--- src/rtl/ccd_capture_pkg.sv ---
// Shared types and default sizing for the CCD capture front end.
// Contents:
//   state_t          capture control states
//   DEF_*            default parameter values used by the interface and modules
package ccd_capture_pkg;

  typedef enum logic [1:0] {
    IDLE,
    ARMED,
    ACTIVE
  } state_t;

  localparam int DEF_COLUMN_WIDTH = 1280;
  localparam int DEF_DATA_W       = 12;
  localparam int DEF_CNT_W        = 11;
  localparam int DEF_FRAME_W      = 32;

endpackage

--- src/rtl/ccd_capture_sync_if.sv ---
// Sensor-side and pixel-stream-side signals of the CCD capture block.
// Signals:
//   iDATA, iFVAL, iLVAL   raw Bayer pixel, frame valid, line valid from the sensor
//   iSTART, iEND          single-cycle capture arm / stop-at-end-of-frame pulses
//   oDATA, oDVAL          qualified pixel and its valid
//   oX_Cont, oY_Cont      column/row of the pixel on oDATA
//   oFrame_Cont           completed frames since reset
//   oLINE_ERR             sticky short-line flag
// Modports: slave = capture block, master = sensor/controller/consumer side.
interface ccd_capture_sync_if
  import ccd_capture_pkg::*;
#(
  parameter int DATA_W  = DEF_DATA_W,
  parameter int CNT_W   = DEF_CNT_W,
  parameter int FRAME_W = DEF_FRAME_W
) ();

  logic [DATA_W-1:0]  iDATA;
  logic               iFVAL;
  logic               iLVAL;
  logic               iSTART;
  logic               iEND;
  logic [DATA_W-1:0]  oDATA;
  logic               oDVAL;
  logic [CNT_W-1:0]   oX_Cont;
  logic [CNT_W-1:0]   oY_Cont;
  logic [FRAME_W-1:0] oFrame_Cont;
  logic               oLINE_ERR;

  modport master (
    output iDATA, iFVAL, iLVAL, iSTART, iEND,
    input  oDATA, oDVAL, oX_Cont, oY_Cont, oFrame_Cont, oLINE_ERR
  );

  modport slave (
    input  iDATA, iFVAL, iLVAL, iSTART, iEND,
    output oDATA, oDVAL, oX_Cont, oY_Cont, oFrame_Cont, oLINE_ERR
  );

endinterface

--- src/rtl/ccd_xy_counter.sv ---
// Pixel coordinate tracker for the capture block.
// Keeps the coordinate of the next pixel internally and publishes the
// coordinate of each emitted pixel on the same edge the pixel is emitted.
// Ports:
//   clk, rst_n   clock, synchronous active-low reset
//   pix          a valid pixel is being emitted this edge
//   line_end     line valid fell (line finished)
//   clear        frame boundary: coordinates return to 0 (highest priority)
//   x, y         coordinate of the pixel currently on the output
//   line_err     sticky: a line ended before COLUMN_WIDTH pixels
module ccd_xy_counter
  import ccd_capture_pkg::*;
#(
  parameter int COLUMN_WIDTH = DEF_COLUMN_WIDTH,
  parameter int CNT_W        = DEF_CNT_W
) (
  input  logic             clk,
  input  logic             rst_n,
  input  logic             pix,
  input  logic             line_end,
  input  logic             clear,
  output logic [CNT_W-1:0] x,
  output logic [CNT_W-1:0] y,
  output logic             line_err
);

  localparam logic [CNT_W-1:0] LAST_COL = CNT_W'(COLUMN_WIDTH - 1);

  logic [CNT_W-1:0] nx;
  logic [CNT_W-1:0] ny;

  // Row index sticks at all-ones instead of wrapping.
  function automatic logic [CNT_W-1:0] sat_inc(input logic [CNT_W-1:0] v);
    return (v == '1) ? v : v + CNT_W'(1);
  endfunction

  always_ff @(posedge clk) begin
    if (!rst_n) begin
      nx       <= '0;
      ny       <= '0;
      x        <= '0;
      y        <= '0;
      line_err <= 1'b0;
    end else if (clear) begin
      nx <= '0;
      ny <= '0;
      x  <= '0;
      y  <= '0;
    end else if (pix) begin
      x <= nx;
      y <= ny;
      if (nx == LAST_COL) begin
        nx <= '0;
        ny <= sat_inc(ny);
      end else begin
        nx <= nx + CNT_W'(1);
      end
    end else if (line_end && (nx != '0)) begin
      // A line that wrapped exactly already advanced the row; only a short
      // line needs the extra step and the error flag.
      nx       <= '0;
      ny       <= sat_inc(ny);
      line_err <= 1'b1;
    end
  end

endmodule

--- src/rtl/ccd_capture_sync.sv ---
// CCD capture synchroniser: turns raw sensor strobes into a qualified pixel
// stream with coordinates and a frame count. Capture is armed and stopped
// only on frame boundaries so downstream never sees a partial frame.
// Pixel latency is two cycles (input register + output register).
// Ports:
//   iCLK   pixel clock
//   iRST   synchronous reset, active-low
//   bus    ccd_capture_sync_if.slave (sensor inputs, start/end, pixel outputs)
module ccd_capture_sync
  import ccd_capture_pkg::*;
#(
  parameter int COLUMN_WIDTH = DEF_COLUMN_WIDTH,
  parameter int DATA_W       = DEF_DATA_W,
  parameter int CNT_W        = DEF_CNT_W,
  parameter int FRAME_W      = DEF_FRAME_W
) (
  input  logic                iCLK,
  input  logic                iRST,
  ccd_capture_sync_if.slave   bus
);

  state_t              state;
  state_t              state_nxt;
  logic                stop_pending;
  logic [DATA_W-1:0]   data_p0;
  logic                fval_p0;
  logic                lval_p0;
  logic                fval_p1;
  logic                lval_p1;
  logic [DATA_W-1:0]   data_p1;
  logic                vld_p1;
  logic [FRAME_W-1:0]  frame_cnt;
  logic                fval_rise;
  logic                fval_fall;
  logic                lval_fall;
  logic                pix;
  logic                line_end;
  logic                clear;
  logic                frame_done;
  logic                stop_set;
  logic [CNT_W-1:0]    x;
  logic [CNT_W-1:0]    y;
  logic                line_err;

  assign fval_rise = fval_p0 & ~fval_p1;
  assign fval_fall = ~fval_p0 & fval_p1;
  assign lval_fall = ~lval_p0 & lval_p1;

  always_ff @(posedge iCLK) begin
    if (!iRST) state <= IDLE;
    else       state <= state_nxt;
  end

  always_comb begin
    state_nxt  = state;
    pix        = 1'b0;
    line_end   = 1'b0;
    clear      = 1'b0;
    frame_done = 1'b0;
    stop_set   = 1'b0;
    case (state)
      IDLE: begin
        // A stop request in the same cycle overrides the start.
        if (bus.iSTART && !bus.iEND) state_nxt = ARMED;
      end
      ARMED: begin
        if (bus.iEND) begin
          state_nxt = IDLE;
        end else if (fval_rise) begin
          state_nxt = ACTIVE;
          clear     = 1'b1;
        end
      end
      ACTIVE: begin
        // Frame end wins over a coincident line end so the row is not
        // bumped just before being cleared.
        if (fval_fall) begin
          frame_done = 1'b1;
          clear      = 1'b1;
          if (stop_pending || bus.iEND) state_nxt = IDLE;
        end else begin
          pix      = fval_p0 & lval_p0;
          line_end = lval_fall;
          stop_set = bus.iEND;
        end
      end
      default: state_nxt = IDLE;
    endcase
  end

  always_ff @(posedge iCLK) begin
    if (!iRST) begin
      stop_pending <= 1'b0;
      data_p0      <= '0;
      fval_p0      <= 1'b0;
      lval_p0      <= 1'b0;
      fval_p1      <= 1'b0;
      lval_p1      <= 1'b0;
      data_p1      <= '0;
      vld_p1       <= 1'b0;
      frame_cnt    <= '0;
    end else begin
      // Stage p0: sensor input register, plus previous strobes for edges
      data_p0 <= bus.iDATA;
      fval_p0 <= bus.iFVAL;
      lval_p0 <= bus.iLVAL;
      fval_p1 <= fval_p0;
      lval_p1 <= lval_p0;
      // Stage p1: qualified output register
      data_p1 <= data_p0;
      vld_p1  <= pix;
      if (frame_done) frame_cnt <= frame_cnt + FRAME_W'(1);
      if (frame_done)    stop_pending <= 1'b0;
      else if (stop_set) stop_pending <= 1'b1;
    end
  end

  ccd_xy_counter #(
    .COLUMN_WIDTH (COLUMN_WIDTH),
    .CNT_W        (CNT_W)
  ) u_xy (
    .clk      (iCLK),
    .rst_n    (iRST),
    .pix      (pix),
    .line_end (line_end),
    .clear    (clear),
    .x        (x),
    .y        (y),
    .line_err (line_err)
  );

  assign bus.oDATA       = data_p1;
  assign bus.oDVAL       = vld_p1;
  assign bus.oX_Cont     = x;
  assign bus.oY_Cont     = y;
  assign bus.oFrame_Cont = frame_cnt;
  assign bus.oLINE_ERR   = line_err;

endmodule

--- src/flat_wrapper.sv ---
// flat-port wrapper written by rule: the top's interface ports become plain ports
module ccd_capture_sync_flat import ccd_capture_pkg::*;
#(
  parameter int COLUMN_WIDTH = DEF_COLUMN_WIDTH,
  parameter int DATA_W       = DEF_DATA_W,
  parameter int CNT_W        = DEF_CNT_W,
  parameter int FRAME_W      = DEF_FRAME_W
)
  (iCLK, iRST, bus_iDATA, bus_iFVAL, bus_iLVAL, bus_iSTART, bus_iEND, bus_oDATA, bus_oDVAL, bus_oX_Cont, bus_oY_Cont, bus_oFrame_Cont, bus_oLINE_ERR);
  ccd_capture_sync_if #(.DATA_W(DATA_W), .CNT_W(CNT_W), .FRAME_W(FRAME_W)) bus_i ();
  input  logic iCLK;
  input  logic iRST;
  input wire logic [$bits(bus_i.iDATA)-1:0] bus_iDATA;
  input wire logic [$bits(bus_i.iFVAL)-1:0] bus_iFVAL;
  input wire logic [$bits(bus_i.iLVAL)-1:0] bus_iLVAL;
  input wire logic [$bits(bus_i.iSTART)-1:0] bus_iSTART;
  input wire logic [$bits(bus_i.iEND)-1:0] bus_iEND;
  output wire logic [$bits(bus_i.oDATA)-1:0] bus_oDATA;
  output wire logic [$bits(bus_i.oDVAL)-1:0] bus_oDVAL;
  output wire logic [$bits(bus_i.oX_Cont)-1:0] bus_oX_Cont;
  output wire logic [$bits(bus_i.oY_Cont)-1:0] bus_oY_Cont;
  output wire logic [$bits(bus_i.oFrame_Cont)-1:0] bus_oFrame_Cont;
  output wire logic [$bits(bus_i.oLINE_ERR)-1:0] bus_oLINE_ERR;
  assign bus_i.iDATA = bus_iDATA;
  assign bus_i.iFVAL = bus_iFVAL;
  assign bus_i.iLVAL = bus_iLVAL;
  assign bus_i.iSTART = bus_iSTART;
  assign bus_i.iEND = bus_iEND;
  assign bus_oDATA = bus_i.oDATA;
  assign bus_oDVAL = bus_i.oDVAL;
  assign bus_oX_Cont = bus_i.oX_Cont;
  assign bus_oY_Cont = bus_i.oY_Cont;
  assign bus_oFrame_Cont = bus_i.oFrame_Cont;
  assign bus_oLINE_ERR = bus_i.oLINE_ERR;
  ccd_capture_sync #(.COLUMN_WIDTH(COLUMN_WIDTH), .DATA_W(DATA_W), .CNT_W(CNT_W), .FRAME_W(FRAME_W)) u_core (.iCLK(iCLK), .iRST(iRST), .bus(bus_i));
endmodule
--- config.mk ---
export PLATFORM = sky130hd
export DESIGN_NAME = ccd_capture_sync_flat
export DESIGN_NICKNAME = d
export VERILOG_FILES = /design/src/rtl/ccd_capture_pkg.sv /design/src/rtl/ccd_capture_sync_if.sv /design/src/rtl/ccd_xy_counter.sv /design/src/rtl/ccd_capture_sync.sv /design/src/flat_wrapper.sv
export SDC_FILE = /design/constraint.sdc
export NUM_CORES = 1
export LEC_CHECK = 0
export ABC_AREA = 0
export CAP_MARGIN = 20
export CORE_MARGIN = 8
export CORE_UTILIZATION = 28
export DETAILED_ROUTE_END_ITERATION = 7
export PLACE_DENSITY = 0.44
export SETUP_SLACK_MARGIN = 0.2
export SLEW_MARGIN = 20
export SYNTH_ARGS = -nofsm -noshare
export SYNTH_HDL_FRONTEND = slang
export SYNTH_SLANG_ARGS = --single-unit
--- constraint.sdc ---
create_clock -name iCLK -period 2.7 [get_ports iCLK]
set_clock_uncertainty 0.2 [all_clocks]
set_input_delay 0.54 -clock iCLK [delete_from_list [all_inputs] [get_ports iCLK]]
set_output_delay 0.54 -clock iCLK [all_outputs]
set_load 0.005 [all_outputs]
==> run metrics <==
Static Leak 2.01 nW; RSZ-0062 raised after global routing false; Flop pwr share 53.3%; ys async rst share 0%; Psw 666 uW; # DRC 0; cell taking the most area after synthesis dfxtp_1; Clock Tree Buf Depth 2; min cycle time layout 2390 ps; final number of setup-violating endpoints 0; main flop type after synthesis dfxtp_1; # clock sinks 109; first-pass GRT wire length 19.1 mm; htree depth 3; combinational power share 4.9%; Max Clock Freq 419 MHz; clk_lat worst skew 350 ps; synthesized instance count 510; core area 15800 sq um; HPWL after detailed placement 8.45 mm; layout cells sized above 1 8.87%; WS Path Type flip-flop to flip-flop; CP max stage delay 640 ps; Die Span X 143 um; average size of a mapped cell 8.81 sq um; clock root buffer clkbuf_16; initial core utilization 28.5%; Slew HR 63.8%; power density cells 512 nW/um^2; DR vias 3873; clock network fraction of design power 41.8%; Netlist Area Pre-Place 4500 sq um; vias in the first global route 3684; Sum Neg Setup Slack 0 ps; Worst Path Max Fanout 6; Crit. End Element flip-flop; largest cells by area after synthesis dfxtp_1, nand2_1, a21oi_1; worst hold path class flip-flop to flip-flop; EDFF count, synth 0; Die Area 20400 sq um; I/O Pins 86; Vias/cell 4.69; post-DR wirelength/cell 14.4 um; Synth Warn # 0; GRT Residual Overflow 0; gpl congestion 0.765; Synthesized Nets 536; fillcell total 1628; outcome completed; Final WS setup 311 ps; fin nets 631; Yosys top cell area share 48.5%; Tcrit/Tclk final 88.5%; Antenna Diode Count 0; Iter 0 DRT Violations 196; switching part of the total power 21.6%; Worst EP arrival 2470 ps; Core Util, Final 38.2%; input/output buffers 85; GRT Total Usage 11.8%; Setup crit start kind flip-flop; Reg clk slew, reported paths 70 ps; Crit path required time 2790 ps; Final ANT Viol Nets 0; Max Cap Viol 0; worst vdd ir 0.277 mV; Slew @ Worst Pin 538 ps; std cell rows 46; area grow syn2layout 33.9%; crit-path cells ha_1, and4_2, and4_1, or4b_2, or3_1, a21oi_1; CTS Hold Bufs 0; CTS Buf Count 9; initial antenna violation count 0; sequential fraction of the synthesis area 48.5%; die height 143 um; Max Slew Vio Count 0; setup slack at placement 193 ps; pin count of the biggest net entering global routing 35; final WL 11.8 mm; drt first pass iters 4; FF+latch count, synth 109; final hold violation count 0; Int Pwr 2.42 mW; CTS tree built; Pwr Total 3.08 mW; post-synthesis cell type count 49; Worst path slowest cell or4b_2
==> layer usage <==
| layer | part of all wire [%] | GRT usage [%] | vias up | wire length, um |
|---|---|---|---|---|
| met4 | 1.5 | 4.70 | 0 | 181 |
| met5 | 0 | 0 | - | 0 |
| met1 | 48 | 15.0 | 1809 | 5650 |
| met3 | 6.3 | 4.14 | 12 | 744 |
| li1 | - | - | 1987 | - |
| met2 | 45 | 18.0 | 65 | 5270 |
==> cells by family (layout without fill, tap and decap cells) <==
family / Yosys count / after routing / synth area share [%]
multiplexers: 4 / 4 / 0.891
adder cells (fa/ha/maj): 8 / 8 / 2.23
flip-flops: 109 / 109 / 48.5
XOR/XNOR: 21 / 21 / 4.09
AO/OA/AOI/OAI: 90 / 90 / 12.5
AND/OR/NAND/NOR: 239 / 239 / 28.1
buffers and inverters: 39 / 138 / 3.67
==> final timing paths <==
check / from / endpoint / slack [ps] / cells past startpoint
setup / recovery: u_core.u_xy.ny[0] / u_core.u_xy.ny[9] / 310 / 6
hold / removal: u_core.data_p0[2] / u_core.bus.oDATA[2] / 230 / 1
setup reg to reg: u_core.u_xy.ny[0] / u_core.u_xy.ny[9] / 310 / 6
hold reg to reg: u_core.data_p0[2] / u_core.bus.oDATA[2] / 230 / 1
==> through the flow <==
step	instance area [sq um]	cells	hold WS [ps]
2_1_floorplan	4500	510	212
3_3_place_gp	5690	807	214
3_5_place_dp	5690	807	219
4_1_cts	5980	823	235
5_1_grt	6020	825	239
6_report	6020	825	233
==> power groups by stage <==
stage	clock, mW	sequential, mW	combinational [mW]
after floorplan	0	1.68	0.0798
after global placement	0	1.68	0.146
after detailed placement	0	1.68	0.149
after CTS	1.35	1.64	0.149
after global routing	1.40	1.64	0.166
final	1.29	1.64	0.150
==> cell type report <==
| cell class | instances | area [sq um] | share of cell area, % |
|---|---|---|---|
| sequential | 109 | 2190 | 36.4 |
| tap | 216 | 270 | 4.49 |
| multi-input combinational | 362 | 2170 | 36.0 |
| timing repair buffer | 113 | 1070 | 17.8 |
| clock inverter | 5 | 52.6 | 0.873 |
| clock buffer | 10 | 229 | 3.80 |
| inverter | 10 | 37.5 | 0.624 |
==> timing repair <==
item | 4_1_cts | 5_1_grt
endpoints found under the setup margin | 4 | 19
pin swaps | 1 | 4
resized for setup | 1 | 8
setup buffers | 1 | 2
==> cells in the final DEF (no fill, tap or decap), drive strengths merged, types with 2 or more instances in the layout <==
master and count:
dfxtp 109, clkdlybuf4s50 85, nand2 70, a21oi 46, nor2 37, and2 31
buf 28, nand4 19, nand3 18, or4 11, xnor2 11, o31ai 11
o21ai 10, or3 10, xor2 10, clkbuf 10, inv 9, and4 9
ha 8, nand2b 7, nor3 7, and3 5, nor4 5, a311oi 5
mux2i 4, clkinv 4, a31oi 3, o211ai 3, a22oi 2, o21a 2
a41oi 2, nand4b 2, a21o 2, or3b 2
==> sequential cells by signal, summed over array words and instances, names as in the netlist <==
register / count
u_core.lval_p0: 1
u_core.u_xy.x: 11
u_core.data_p0: 12
u_core.bus.oDVAL: 1
u_core.fval_p1: 1
u_core.bus.oDATA: 12
u_core.lval_p1: 1
u_core.bus.oFrame_Cont: 32
u_core.fval_p0: 1
u_core.u_xy.ny: 11
u_core.u_xy.y: 11
u_core.u_xy.line_err: 1
u_core.u_xy.nx: 11
u_core.stop_pending: 1
u_core.state: 2
==> synthesized netlist by cell type (2+ instances only) <==
master and instances:
and3_1 5, o21a_1 2, nand2b_1 7, or3_1 10
a41oi_1 2, mux2i_1 4, a22oi_1 2, nor4_1 5
dfxtp_1 109, nand4_1 19, xor2_1 10, or4_1 11
buf_2 5, and4_1 9, a21o_1 2, nand4b_1 2
nand2_1 70, nor3_1 7, inv_1 9, a311oi_1 5
clkbuf_1 21, o31ai_1 10, a21oi_1 46, and2_1 31
nand3_1 17, a31oi_1 3, ha_1 8, nor2_1 37
o211ai_1 3, xnor2_1 11, o21ai_0 10
==> critical path: cells and delay by family (launching register included) <==
family,cells,cell delay [ps]
and+or+nand+nor,4,1440
DFF,1,360
adders and majority gates,1,200
AOI/OAI and AO/OA,1,120
No activity file was read; power rests on OpenSTA's default activity.
